<file path="config.mk">
export PLATFORM = sky130hd
export DESIGN_NAME = mem_bus_arbiter_flat
export DESIGN_NICKNAME = d
export VERILOG_FILES = /design/src/rtl/mem_bus_arbiter_pkg.sv /design/src/rtl/mem_bus_arbiter_if.sv /design/src/rtl/mem_bus_arbiter_ctr.sv /design/src/rtl/mem_bus_arbiter.sv /design/src/flat_wrapper.sv
export SDC_FILE = /design/constraint.sdc
export NUM_CORES = 1
export LEC_CHECK = 0
export ABC_AREA = 1
export CORE_ASPECT_RATIO = 0.75
export CORE_MARGIN = 8
export CORE_UTILIZATION = 42
export CTS_CLUSTER_DIAMETER = 50
export DETAILED_ROUTE_END_ITERATION = 10
export PLACE_DENSITY = 0.8
export SYNTH_ARGS = -nofsm -noshare
export SYNTH_HDL_FRONTEND = slang
export SYNTH_SLANG_ARGS = --single-unit
</file>
<file path="constraint.sdc">
create_clock -name clk -period 2.3 [get_ports clk]
set_clock_uncertainty 0.15 [all_clocks]
set_input_delay 0.345 -clock clk [delete_from_list [all_inputs] [get_ports clk]]
set_output_delay 0.345 -clock clk [all_outputs]
set_load 0.02 [all_outputs]
</file>
<file path="src/rtl/mem_bus_arbiter_pkg.sv">
// Shared types for the memory bus arbiter: FSM states, access size codes
// and the encoding of which requester currently owns (or last owned) the bus.
package mem_arb_pkg;

    typedef enum logic [1:0] {
        IDLE  = 2'b00,
        GNT_I = 2'b01,
        GNT_D = 2'b10
    } arb_state_e;

    typedef enum logic {
        SIDE_I = 1'b0,
        SIDE_D = 1'b1
    } grant_side_e;

    localparam logic [1:0] SZ_WORD = 2'b00;
    localparam logic [1:0] SZ_HALF = 2'b01;
    localparam logic [1:0] SZ_BYTE = 2'b10;

endpackage

</file>
<file path="src/rtl/mem_bus_arbiter_if.sv">
// Bundle of the fetch, load/store and external memory bus signals.
// slave  : the arbiter itself
// master : whatever surrounds it (core requesters plus the memory)
interface mem_bus_arbiter_if #(
    parameter int AW = 32,
    parameter int DW = 32
);
    logic          i_req;
    logic [AW-1:0] i_addr;
    logic [DW-1:0] i_rdata;
    logic          i_ack;

    logic          d_req;
    logic          d_write;
    logic [1:0]    d_size;
    logic [AW-1:0] d_addr;
    logic [DW-1:0] d_wdata;
    logic [DW-1:0] d_rdata;
    logic          d_ack;

    logic          m_req;
    logic          m_write;
    logic [1:0]    m_size;
    logic [AW-1:0] m_addr;
    logic [DW-1:0] m_wdata;
    logic [DW-1:0] m_rdata;
    logic          m_ack_n;

    logic          err;

    modport slave (
        input  i_req, i_addr, d_req, d_write, d_size, d_addr, d_wdata,
        input  m_rdata, m_ack_n,
        output i_rdata, i_ack, d_rdata, d_ack,
        output m_req, m_write, m_size, m_addr, m_wdata, err
    );

    modport master (
        output i_req, i_addr, d_req, d_write, d_size, d_addr, d_wdata,
        output m_rdata, m_ack_n,
        input  i_rdata, i_ack, d_rdata, d_ack,
        input  m_req, m_write, m_size, m_addr, m_wdata, err
    );

endinterface

</file>
<file path="src/rtl/mem_bus_arbiter_ctr.sv">
// Grant watchdog: counts cycles spent in a grant state and flags the cycle
// that would be the TIMEOUT-th one, so the arbiter can abort on that edge.
module arb_timeout_ctr #(
    parameter int unsigned TIMEOUT = 255
) (
    input  logic clk,
    input  logic rst,
    input  logic clr_i,
    input  logic en_i,
    output logic expired_o
);
    localparam int unsigned CW = $clog2(TIMEOUT + 1);

    logic [CW-1:0] cnt_q;
    logic [CW-1:0] cnt_d;

    assign cnt_d     = cnt_q + CW'(1);
    assign expired_o = en_i && (cnt_d == CW'(TIMEOUT));

    // Cycle counter, cleared while the arbiter is idle.
    always_ff @(posedge clk) begin
        if (rst || clr_i) begin
            cnt_q <= '0;
        end else if (en_i) begin
            cnt_q <= cnt_d;
        end
    end

endmodule

</file>
<file path="src/rtl/mem_bus_arbiter.sv">
// Two-port round-robin arbiter sharing one memory bus between instruction
// fetch and load/store. Optional grant timeout enabled by ARB_TIMEOUT_EN.
//
// state | meaning
// IDLE  | bus free, choosing next requester (acked side ignored for 1 cycle)
// GNT_I | fetch owns the bus, waiting for m_ack_n low
// GNT_D | load/store owns the bus, waiting for m_ack_n low
module mem_bus_arbiter
    import mem_arb_pkg::*;
#(
    parameter int AW      = 32,
    parameter int DW      = 32,
    parameter int TIMEOUT = 255
) (
    input logic              clk,
    input logic              rst,
    mem_bus_arbiter_if.slave bus
);
    if (TIMEOUT < 1) begin : g_timeout_check
        $error("TIMEOUT must be at least 1");
    end

    arb_state_e    state_q, state_d;
    grant_side_e   last_q, last_d;
    logic          m_req_q, m_req_d;
    logic          m_write_q, m_write_d;
    logic [1:0]    m_size_q, m_size_d;
    logic [AW-1:0] m_addr_q, m_addr_d;
    logic [DW-1:0] m_wdata_q, m_wdata_d;
    logic          i_ack_q, i_ack_d;
    logic          d_ack_q, d_ack_d;
    logic [DW-1:0] i_rdata_q, i_rdata_d;
    logic [DW-1:0] d_rdata_q, d_rdata_d;
    logic          err_q, err_d;

    logic          timeout_hit;
    logic          want_i;
    logic          want_d;
    logic          done;
    logic [DW-1:0] rdata_cap;

`ifdef ARB_TIMEOUT_EN
    arb_timeout_ctr #(
        .TIMEOUT (TIMEOUT)
    ) u_timeout_ctr (
        .clk       (clk),
        .rst       (rst),
        .clr_i     (state_q == IDLE),
        .en_i      (state_q != IDLE),
        .expired_o (timeout_hit)
    );
`else
    assign timeout_hit = 1'b0;
`endif

    // A side still seeing its ack pulse has not had a chance to drop req yet.
    assign want_i    = bus.i_req && !i_ack_q;
    assign want_d    = bus.d_req && !d_ack_q;
    // A real acknowledge beats a coincident timeout; timeout returns zero data.
    assign done      = !bus.m_ack_n || timeout_hit;
    assign rdata_cap = !bus.m_ack_n ? bus.m_rdata : '0;

    // Next-state and registered-output logic.
    always_comb begin
        state_d   = state_q;
        last_d    = last_q;
        m_req_d   = m_req_q;
        m_write_d = m_write_q;
        m_size_d  = m_size_q;
        m_addr_d  = m_addr_q;
        m_wdata_d = m_wdata_q;
        i_ack_d   = 1'b0;
        d_ack_d   = 1'b0;
        i_rdata_d = i_rdata_q;
        d_rdata_d = d_rdata_q;
        err_d     = 1'b0;

        case (state_q)
            IDLE: begin
                if (want_d && (!want_i || last_q == SIDE_I)) begin
                    state_d   = GNT_D;
                    m_req_d   = 1'b1;
                    m_write_d = bus.d_write;
                    m_size_d  = bus.d_size;
                    m_addr_d  = bus.d_addr;
                    m_wdata_d = bus.d_write ? bus.d_wdata : '0;
                end else if (want_i) begin
                    state_d   = GNT_I;
                    m_req_d   = 1'b1;
                    m_write_d = 1'b0;
                    m_size_d  = SZ_WORD;
                    m_addr_d  = bus.i_addr;
                    m_wdata_d = '0;
                end
            end

            GNT_I, GNT_D: begin
                if (done) begin
                    state_d   = IDLE;
                    m_req_d   = 1'b0;
                    m_write_d = 1'b0;
                    m_size_d  = SZ_WORD;
                    m_addr_d  = '0;
                    m_wdata_d = '0;
                    err_d     = bus.m_ack_n;
                    if (state_q == GNT_I) begin
                        i_ack_d   = 1'b1;
                        i_rdata_d = rdata_cap;
                        last_d    = SIDE_I;
                    end else begin
                        d_ack_d   = 1'b1;
                        d_rdata_d = rdata_cap;
                        last_d    = SIDE_D;
                    end
                end
            end

            default: begin
                state_d = IDLE;
            end
        endcase
    end

    // State and output registers with synchronous reset.
    always_ff @(posedge clk) begin
        if (rst) begin
            state_q   <= IDLE;
            last_q    <= SIDE_I;
            m_req_q   <= 1'b0;
            m_write_q <= 1'b0;
            m_size_q  <= SZ_WORD;
            m_addr_q  <= '0;
            m_wdata_q <= '0;
            i_ack_q   <= 1'b0;
            d_ack_q   <= 1'b0;
            i_rdata_q <= '0;
            d_rdata_q <= '0;
            err_q     <= 1'b0;
        end else begin
            state_q   <= state_d;
            last_q    <= last_d;
            m_req_q   <= m_req_d;
            m_write_q <= m_write_d;
            m_size_q  <= m_size_d;
            m_addr_q  <= m_addr_d;
            m_wdata_q <= m_wdata_d;
            i_ack_q   <= i_ack_d;
            d_ack_q   <= d_ack_d;
            i_rdata_q <= i_rdata_d;
            d_rdata_q <= d_rdata_d;
            err_q     <= err_d;
        end
    end

    assign bus.m_req   = m_req_q;
    assign bus.m_write = m_write_q;
    assign bus.m_size  = m_size_q;
    assign bus.m_addr  = m_addr_q;
    assign bus.m_wdata = m_wdata_q;
    assign bus.i_ack   = i_ack_q;
    assign bus.d_ack   = d_ack_q;
    assign bus.i_rdata = i_rdata_q;
    assign bus.d_rdata = d_rdata_q;
    assign bus.err     = err_q;

endmodule

</file>
<file path="src/flat_wrapper.sv">
// flat-port wrapper written by rule: the top's interface ports become plain ports
module mem_bus_arbiter_flat import mem_arb_pkg::*;
#(
    parameter int AW      = 32,
    parameter int DW      = 32,
    parameter int TIMEOUT = 255
)
  (clk, rst, bus_i_req, bus_i_addr, bus_d_req, bus_d_write, bus_d_size, bus_d_addr, bus_d_wdata, bus_m_rdata, bus_m_ack_n, bus_i_rdata, bus_i_ack, bus_d_rdata, bus_d_ack, bus_m_req, bus_m_write, bus_m_size, bus_m_addr, bus_m_wdata, bus_err);
  mem_bus_arbiter_if #(.AW(AW), .DW(DW)) bus_i ();
  input logic clk;
  input logic rst;
  input wire logic [$bits(bus_i.i_req)-1:0] bus_i_req;
  input wire logic [$bits(bus_i.i_addr)-1:0] bus_i_addr;
  input wire logic [$bits(bus_i.d_req)-1:0] bus_d_req;
  input wire logic [$bits(bus_i.d_write)-1:0] bus_d_write;
  input wire logic [$bits(bus_i.d_size)-1:0] bus_d_size;
  input wire logic [$bits(bus_i.d_addr)-1:0] bus_d_addr;
  input wire logic [$bits(bus_i.d_wdata)-1:0] bus_d_wdata;
  input wire logic [$bits(bus_i.m_rdata)-1:0] bus_m_rdata;
  input wire logic [$bits(bus_i.m_ack_n)-1:0] bus_m_ack_n;
  output wire logic [$bits(bus_i.i_rdata)-1:0] bus_i_rdata;
  output wire logic [$bits(bus_i.i_ack)-1:0] bus_i_ack;
  output wire logic [$bits(bus_i.d_rdata)-1:0] bus_d_rdata;
  output wire logic [$bits(bus_i.d_ack)-1:0] bus_d_ack;
  output wire logic [$bits(bus_i.m_req)-1:0] bus_m_req;
  output wire logic [$bits(bus_i.m_write)-1:0] bus_m_write;
  output wire logic [$bits(bus_i.m_size)-1:0] bus_m_size;
  output wire logic [$bits(bus_i.m_addr)-1:0] bus_m_addr;
  output wire logic [$bits(bus_i.m_wdata)-1:0] bus_m_wdata;
  output wire logic [$bits(bus_i.err)-1:0] bus_err;
  assign bus_i.i_req = bus_i_req;
  assign bus_i.i_addr = bus_i_addr;
  assign bus_i.d_req = bus_d_req;
  assign bus_i.d_write = bus_d_write;
  assign bus_i.d_size = bus_d_size;
  assign bus_i.d_addr = bus_d_addr;
  assign bus_i.d_wdata = bus_d_wdata;
  assign bus_i.m_rdata = bus_m_rdata;
  assign bus_i.m_ack_n = bus_m_ack_n;
  assign bus_i_rdata = bus_i.i_rdata;
  assign bus_i_ack = bus_i.i_ack;
  assign bus_d_rdata = bus_i.d_rdata;
  assign bus_d_ack = bus_i.d_ack;
  assign bus_m_req = bus_i.m_req;
  assign bus_m_write = bus_i.m_write;
  assign bus_m_size = bus_i.m_size;
  assign bus_m_addr = bus_i.m_addr;
  assign bus_m_wdata = bus_i.m_wdata;
  assign bus_err = bus_i.err;
  mem_bus_arbiter #(.AW(AW), .DW(DW), .TIMEOUT(TIMEOUT)) u_core (.clk(clk), .rst(rst), .bus(bus_i));
endmodule
</file>
==> impl_metrics.ini <==
[place]
dp.cells = 1391
gp_congestion = 0.794
io_buffers = 269
hpwl_um = 14900
place_ws_ns = 0.144

[pwr]
p_int_uw = 6590
seq_power_share = 0.304
clkPwrFrac = 0.247
p_leak_uw = 0.00449
peakVddDrop_uv = 699
power_switching_uw = 4420
pwr_density_cell_nw_per_um2 = 1140
combinationalPowerShare = 0.449
swShare = 0.401

[clock_tree]
cts.sinks = 137
clk_pin_slew_ns = 0.07
h-tree-depth = 4
cts-buffers-inserted = 17
post_cts_resize_count = 0
cts_tree = done
clockBufferDepth = 2
insertion_delay_ns = 0.41
cts_setup_buffers = 0
cts_hold_buf = 0
cts-root-buf = clkbuf_16

[synth]
synth-seq-cells = 137
syn-num-nets = 1096
syn_avg_cell_area_um2 = 6.44
syn-instance-count = 957
seq_area_frac_synth = 0.445
ys_types = 22
yosys_warnings = 0
mappedNetlistArea_um2 = 6160

[setup_path]
cp_data_arrival_time_ns = 2.16
cp.required_ns = 2.45
path_class = reg -> reg
crit_path_end_kind = register
crit_path_max_fanout = 34
crit_path_start_kind = register

[min_path]
hold_class = reg -> reg

[global_route]
grt_first_pass_wirelength_um = 32600
grt_use_total = 0.214
overflow = 0
grt_max_degree = 83
first_global_vias = 6375
antenna_found_initial = 0

[sta]
period_share = 0.872
finalMaxSlewViolations = 0
worst_pin_slew_ns = 0.621
setup_tns_ns = 0
max_slew_margin = 0.585
setup_slack_ns = 0.294
max_freq_mhz = 499
setup_violations = 0
fin_crit_ns = 2.01
hold_viol_final = 0
rsz0062_at_grt = no

[routing]
final_antenna_net_count = 0
wl_per_cell_um = 14.4
drt-total-wl_um = 20400
num_vias = 6471
firstDrtPassIters = 7
drcViolationCount = 0
drtIter0Drc = 350
via_per_inst = 4.55

[run]
cap_violations = 0

[floorplanning]
dieWidth_um = 156
dieArea_um2 = 18800
rows = 38
io-pin-count = 271
die_h_um = 121
core_area_um2 = 14400
initial_core_util = 0.428

[cells_and_area]
n_antenna_cell = 0
final_cells = 1423
layout.nets = 1349
syn_to_final_growth_pct = 56.7
layout-drive-gt1-share = 0.0540

[run_status]
status = complete, no violations
final cells by class:
| type | instances | area (µm²) |
|---|---|---|
| flip-flops and latches | 137 | 2740 |
| multi-input cells | 630 | 2640 |
| well taps | 200 | 250 |
| fillers | 1266 | 4750 |
| clock inverters | 15 | 170 |
| repair buffers | 293 | 2940 |
| inverters | 131 | 493 |
| clock buffers | 17 | 425 |
synthesized netlist by cell type:
library cell  count  area [µm²]
clkinv_1          1        3.75
nand2_1         223         837
buf_1             5        18.8
nor3_1            1        5.00
inv_1           128         480
o21ai_0          56         280
buf_2            15        75.1
inv_2             2        7.51
nand3_1          56         280
a21oi_1          43         215
ha_1              3        37.5
o21ai_1           8        40.0
buf_4            13        97.6
nor2_4            2        22.5
or2_4             1        8.76
clkbuf_1         24        90.1
nor2_1          234         878
nand3_2           1        10.0
nand2_2           1        6.26
conb_1            1        3.75
dfxtp_1         137        2740
buf_6             2        22.5
metal layers:
layer / global-route usage / part of all wire / up-vias
met3: 0.100 / 0.10 / 19
met5: 0 / 0 / -
met1: 0.245 / 0.41 / 2879
met2: 0.355 / 0.47 / 186
li1: - / - / 3387
met4: 0.0544 / 0.014 / 0
cells by family (layout without fill, tap and decap cells):
kind of cell    count (synthesis)  in the layout  share of synthesized area
compound gates                107            107                     0.0869
simple gates                  519            519                      0.332
fa+ha+maj                       3              3                    0.00609
flops                         137            137                      0.445
buf+inv                       190            456                      0.129
other cells                     1              1                   0.000608
power by group through the flow:
stage	combinational, µW	clock, µW	sequential [µW]
CTS	4990	2770	3350
detailed placement	4950	0	3390
floorplan	2120	0	4130
global placement	4900	0	3370
global route	5470	2870	3420
finish	4950	2720	3350
through the flow:
step	hold slack, ns	total power [µW]	instance area [µm²]	utilization
after floorplan	0.264	6260	6160	-
after global placement	0.317	8270	9060	0.629
after detailed placement	0.318	8340	9060	0.629
after CTS	0.328	11100	9660	0.670
after global routing	0.352	11800	9660	0.670
final	0.326	11000	9660	0.670
layout by cell type, fill, tap and decap left out:
cell type,count
o21ai_0,56
clkdlybuf4s50_1,269
clkbuf_16,17
inv_8,7
ha_1,3
dfxtp_1,137
inv_2,2
nor2_1,234
conb_1,1
clkinv_1,1
nor3_1,1
clkinv_2,1
nand2_2,2
clkinv_8,3
nand3_2,1
nand3_4,1
nand3_1,55
nor2_4,2
inv_1,127
clkinvlp_4,1
buf_12,5
nand2_1,222
or2_4,1
o21ai_1,8
a21oi_1,43
buf_4,19
clkinv_4,1
inv_6,3
final timing paths:
kind                                        start                endpoint  slack [ns]  depth (start not counted)
worst max-delay path            u_core.state_q[0]  u_core.bus.d_rdata[25]        0.29                          8
worst min-delay path                u_core.last_q           u_core.last_q        0.33                          2
worst max register to register  u_core.state_q[0]  u_core.bus.d_rdata[25]        0.29                          8
worst min register to register      u_core.last_q           u_core.last_q        0.33                          2
state kept, by name, indices dropped and copies added (netlist names):
signal and flops:
u_core.bus.d_rdata 32, u_core.bus.i_ack 1, u_core.bus.m_write 1, u_core.bus.d_ack 1, u_core.state_q 2, u_core.bus.m_size 2
u_core.bus.m_addr 32, u_core.bus.m_wdata 32, u_core.last_q 1, u_core.bus.m_req 1, u_core.bus.i_rdata 32
worst max-delay path, stage by stage (launching register included):
cell and delay (ns):
dfxtp_1 0.36, inv_1 0.07, ha_1 0.33, inv_2 0.05, or2_4 0.25, nor2_4 0.13, inv_2 0.26, nor2_1 0.24
nor2_1 0.06
No activity file was read; power rests on OpenSTA's default activity.
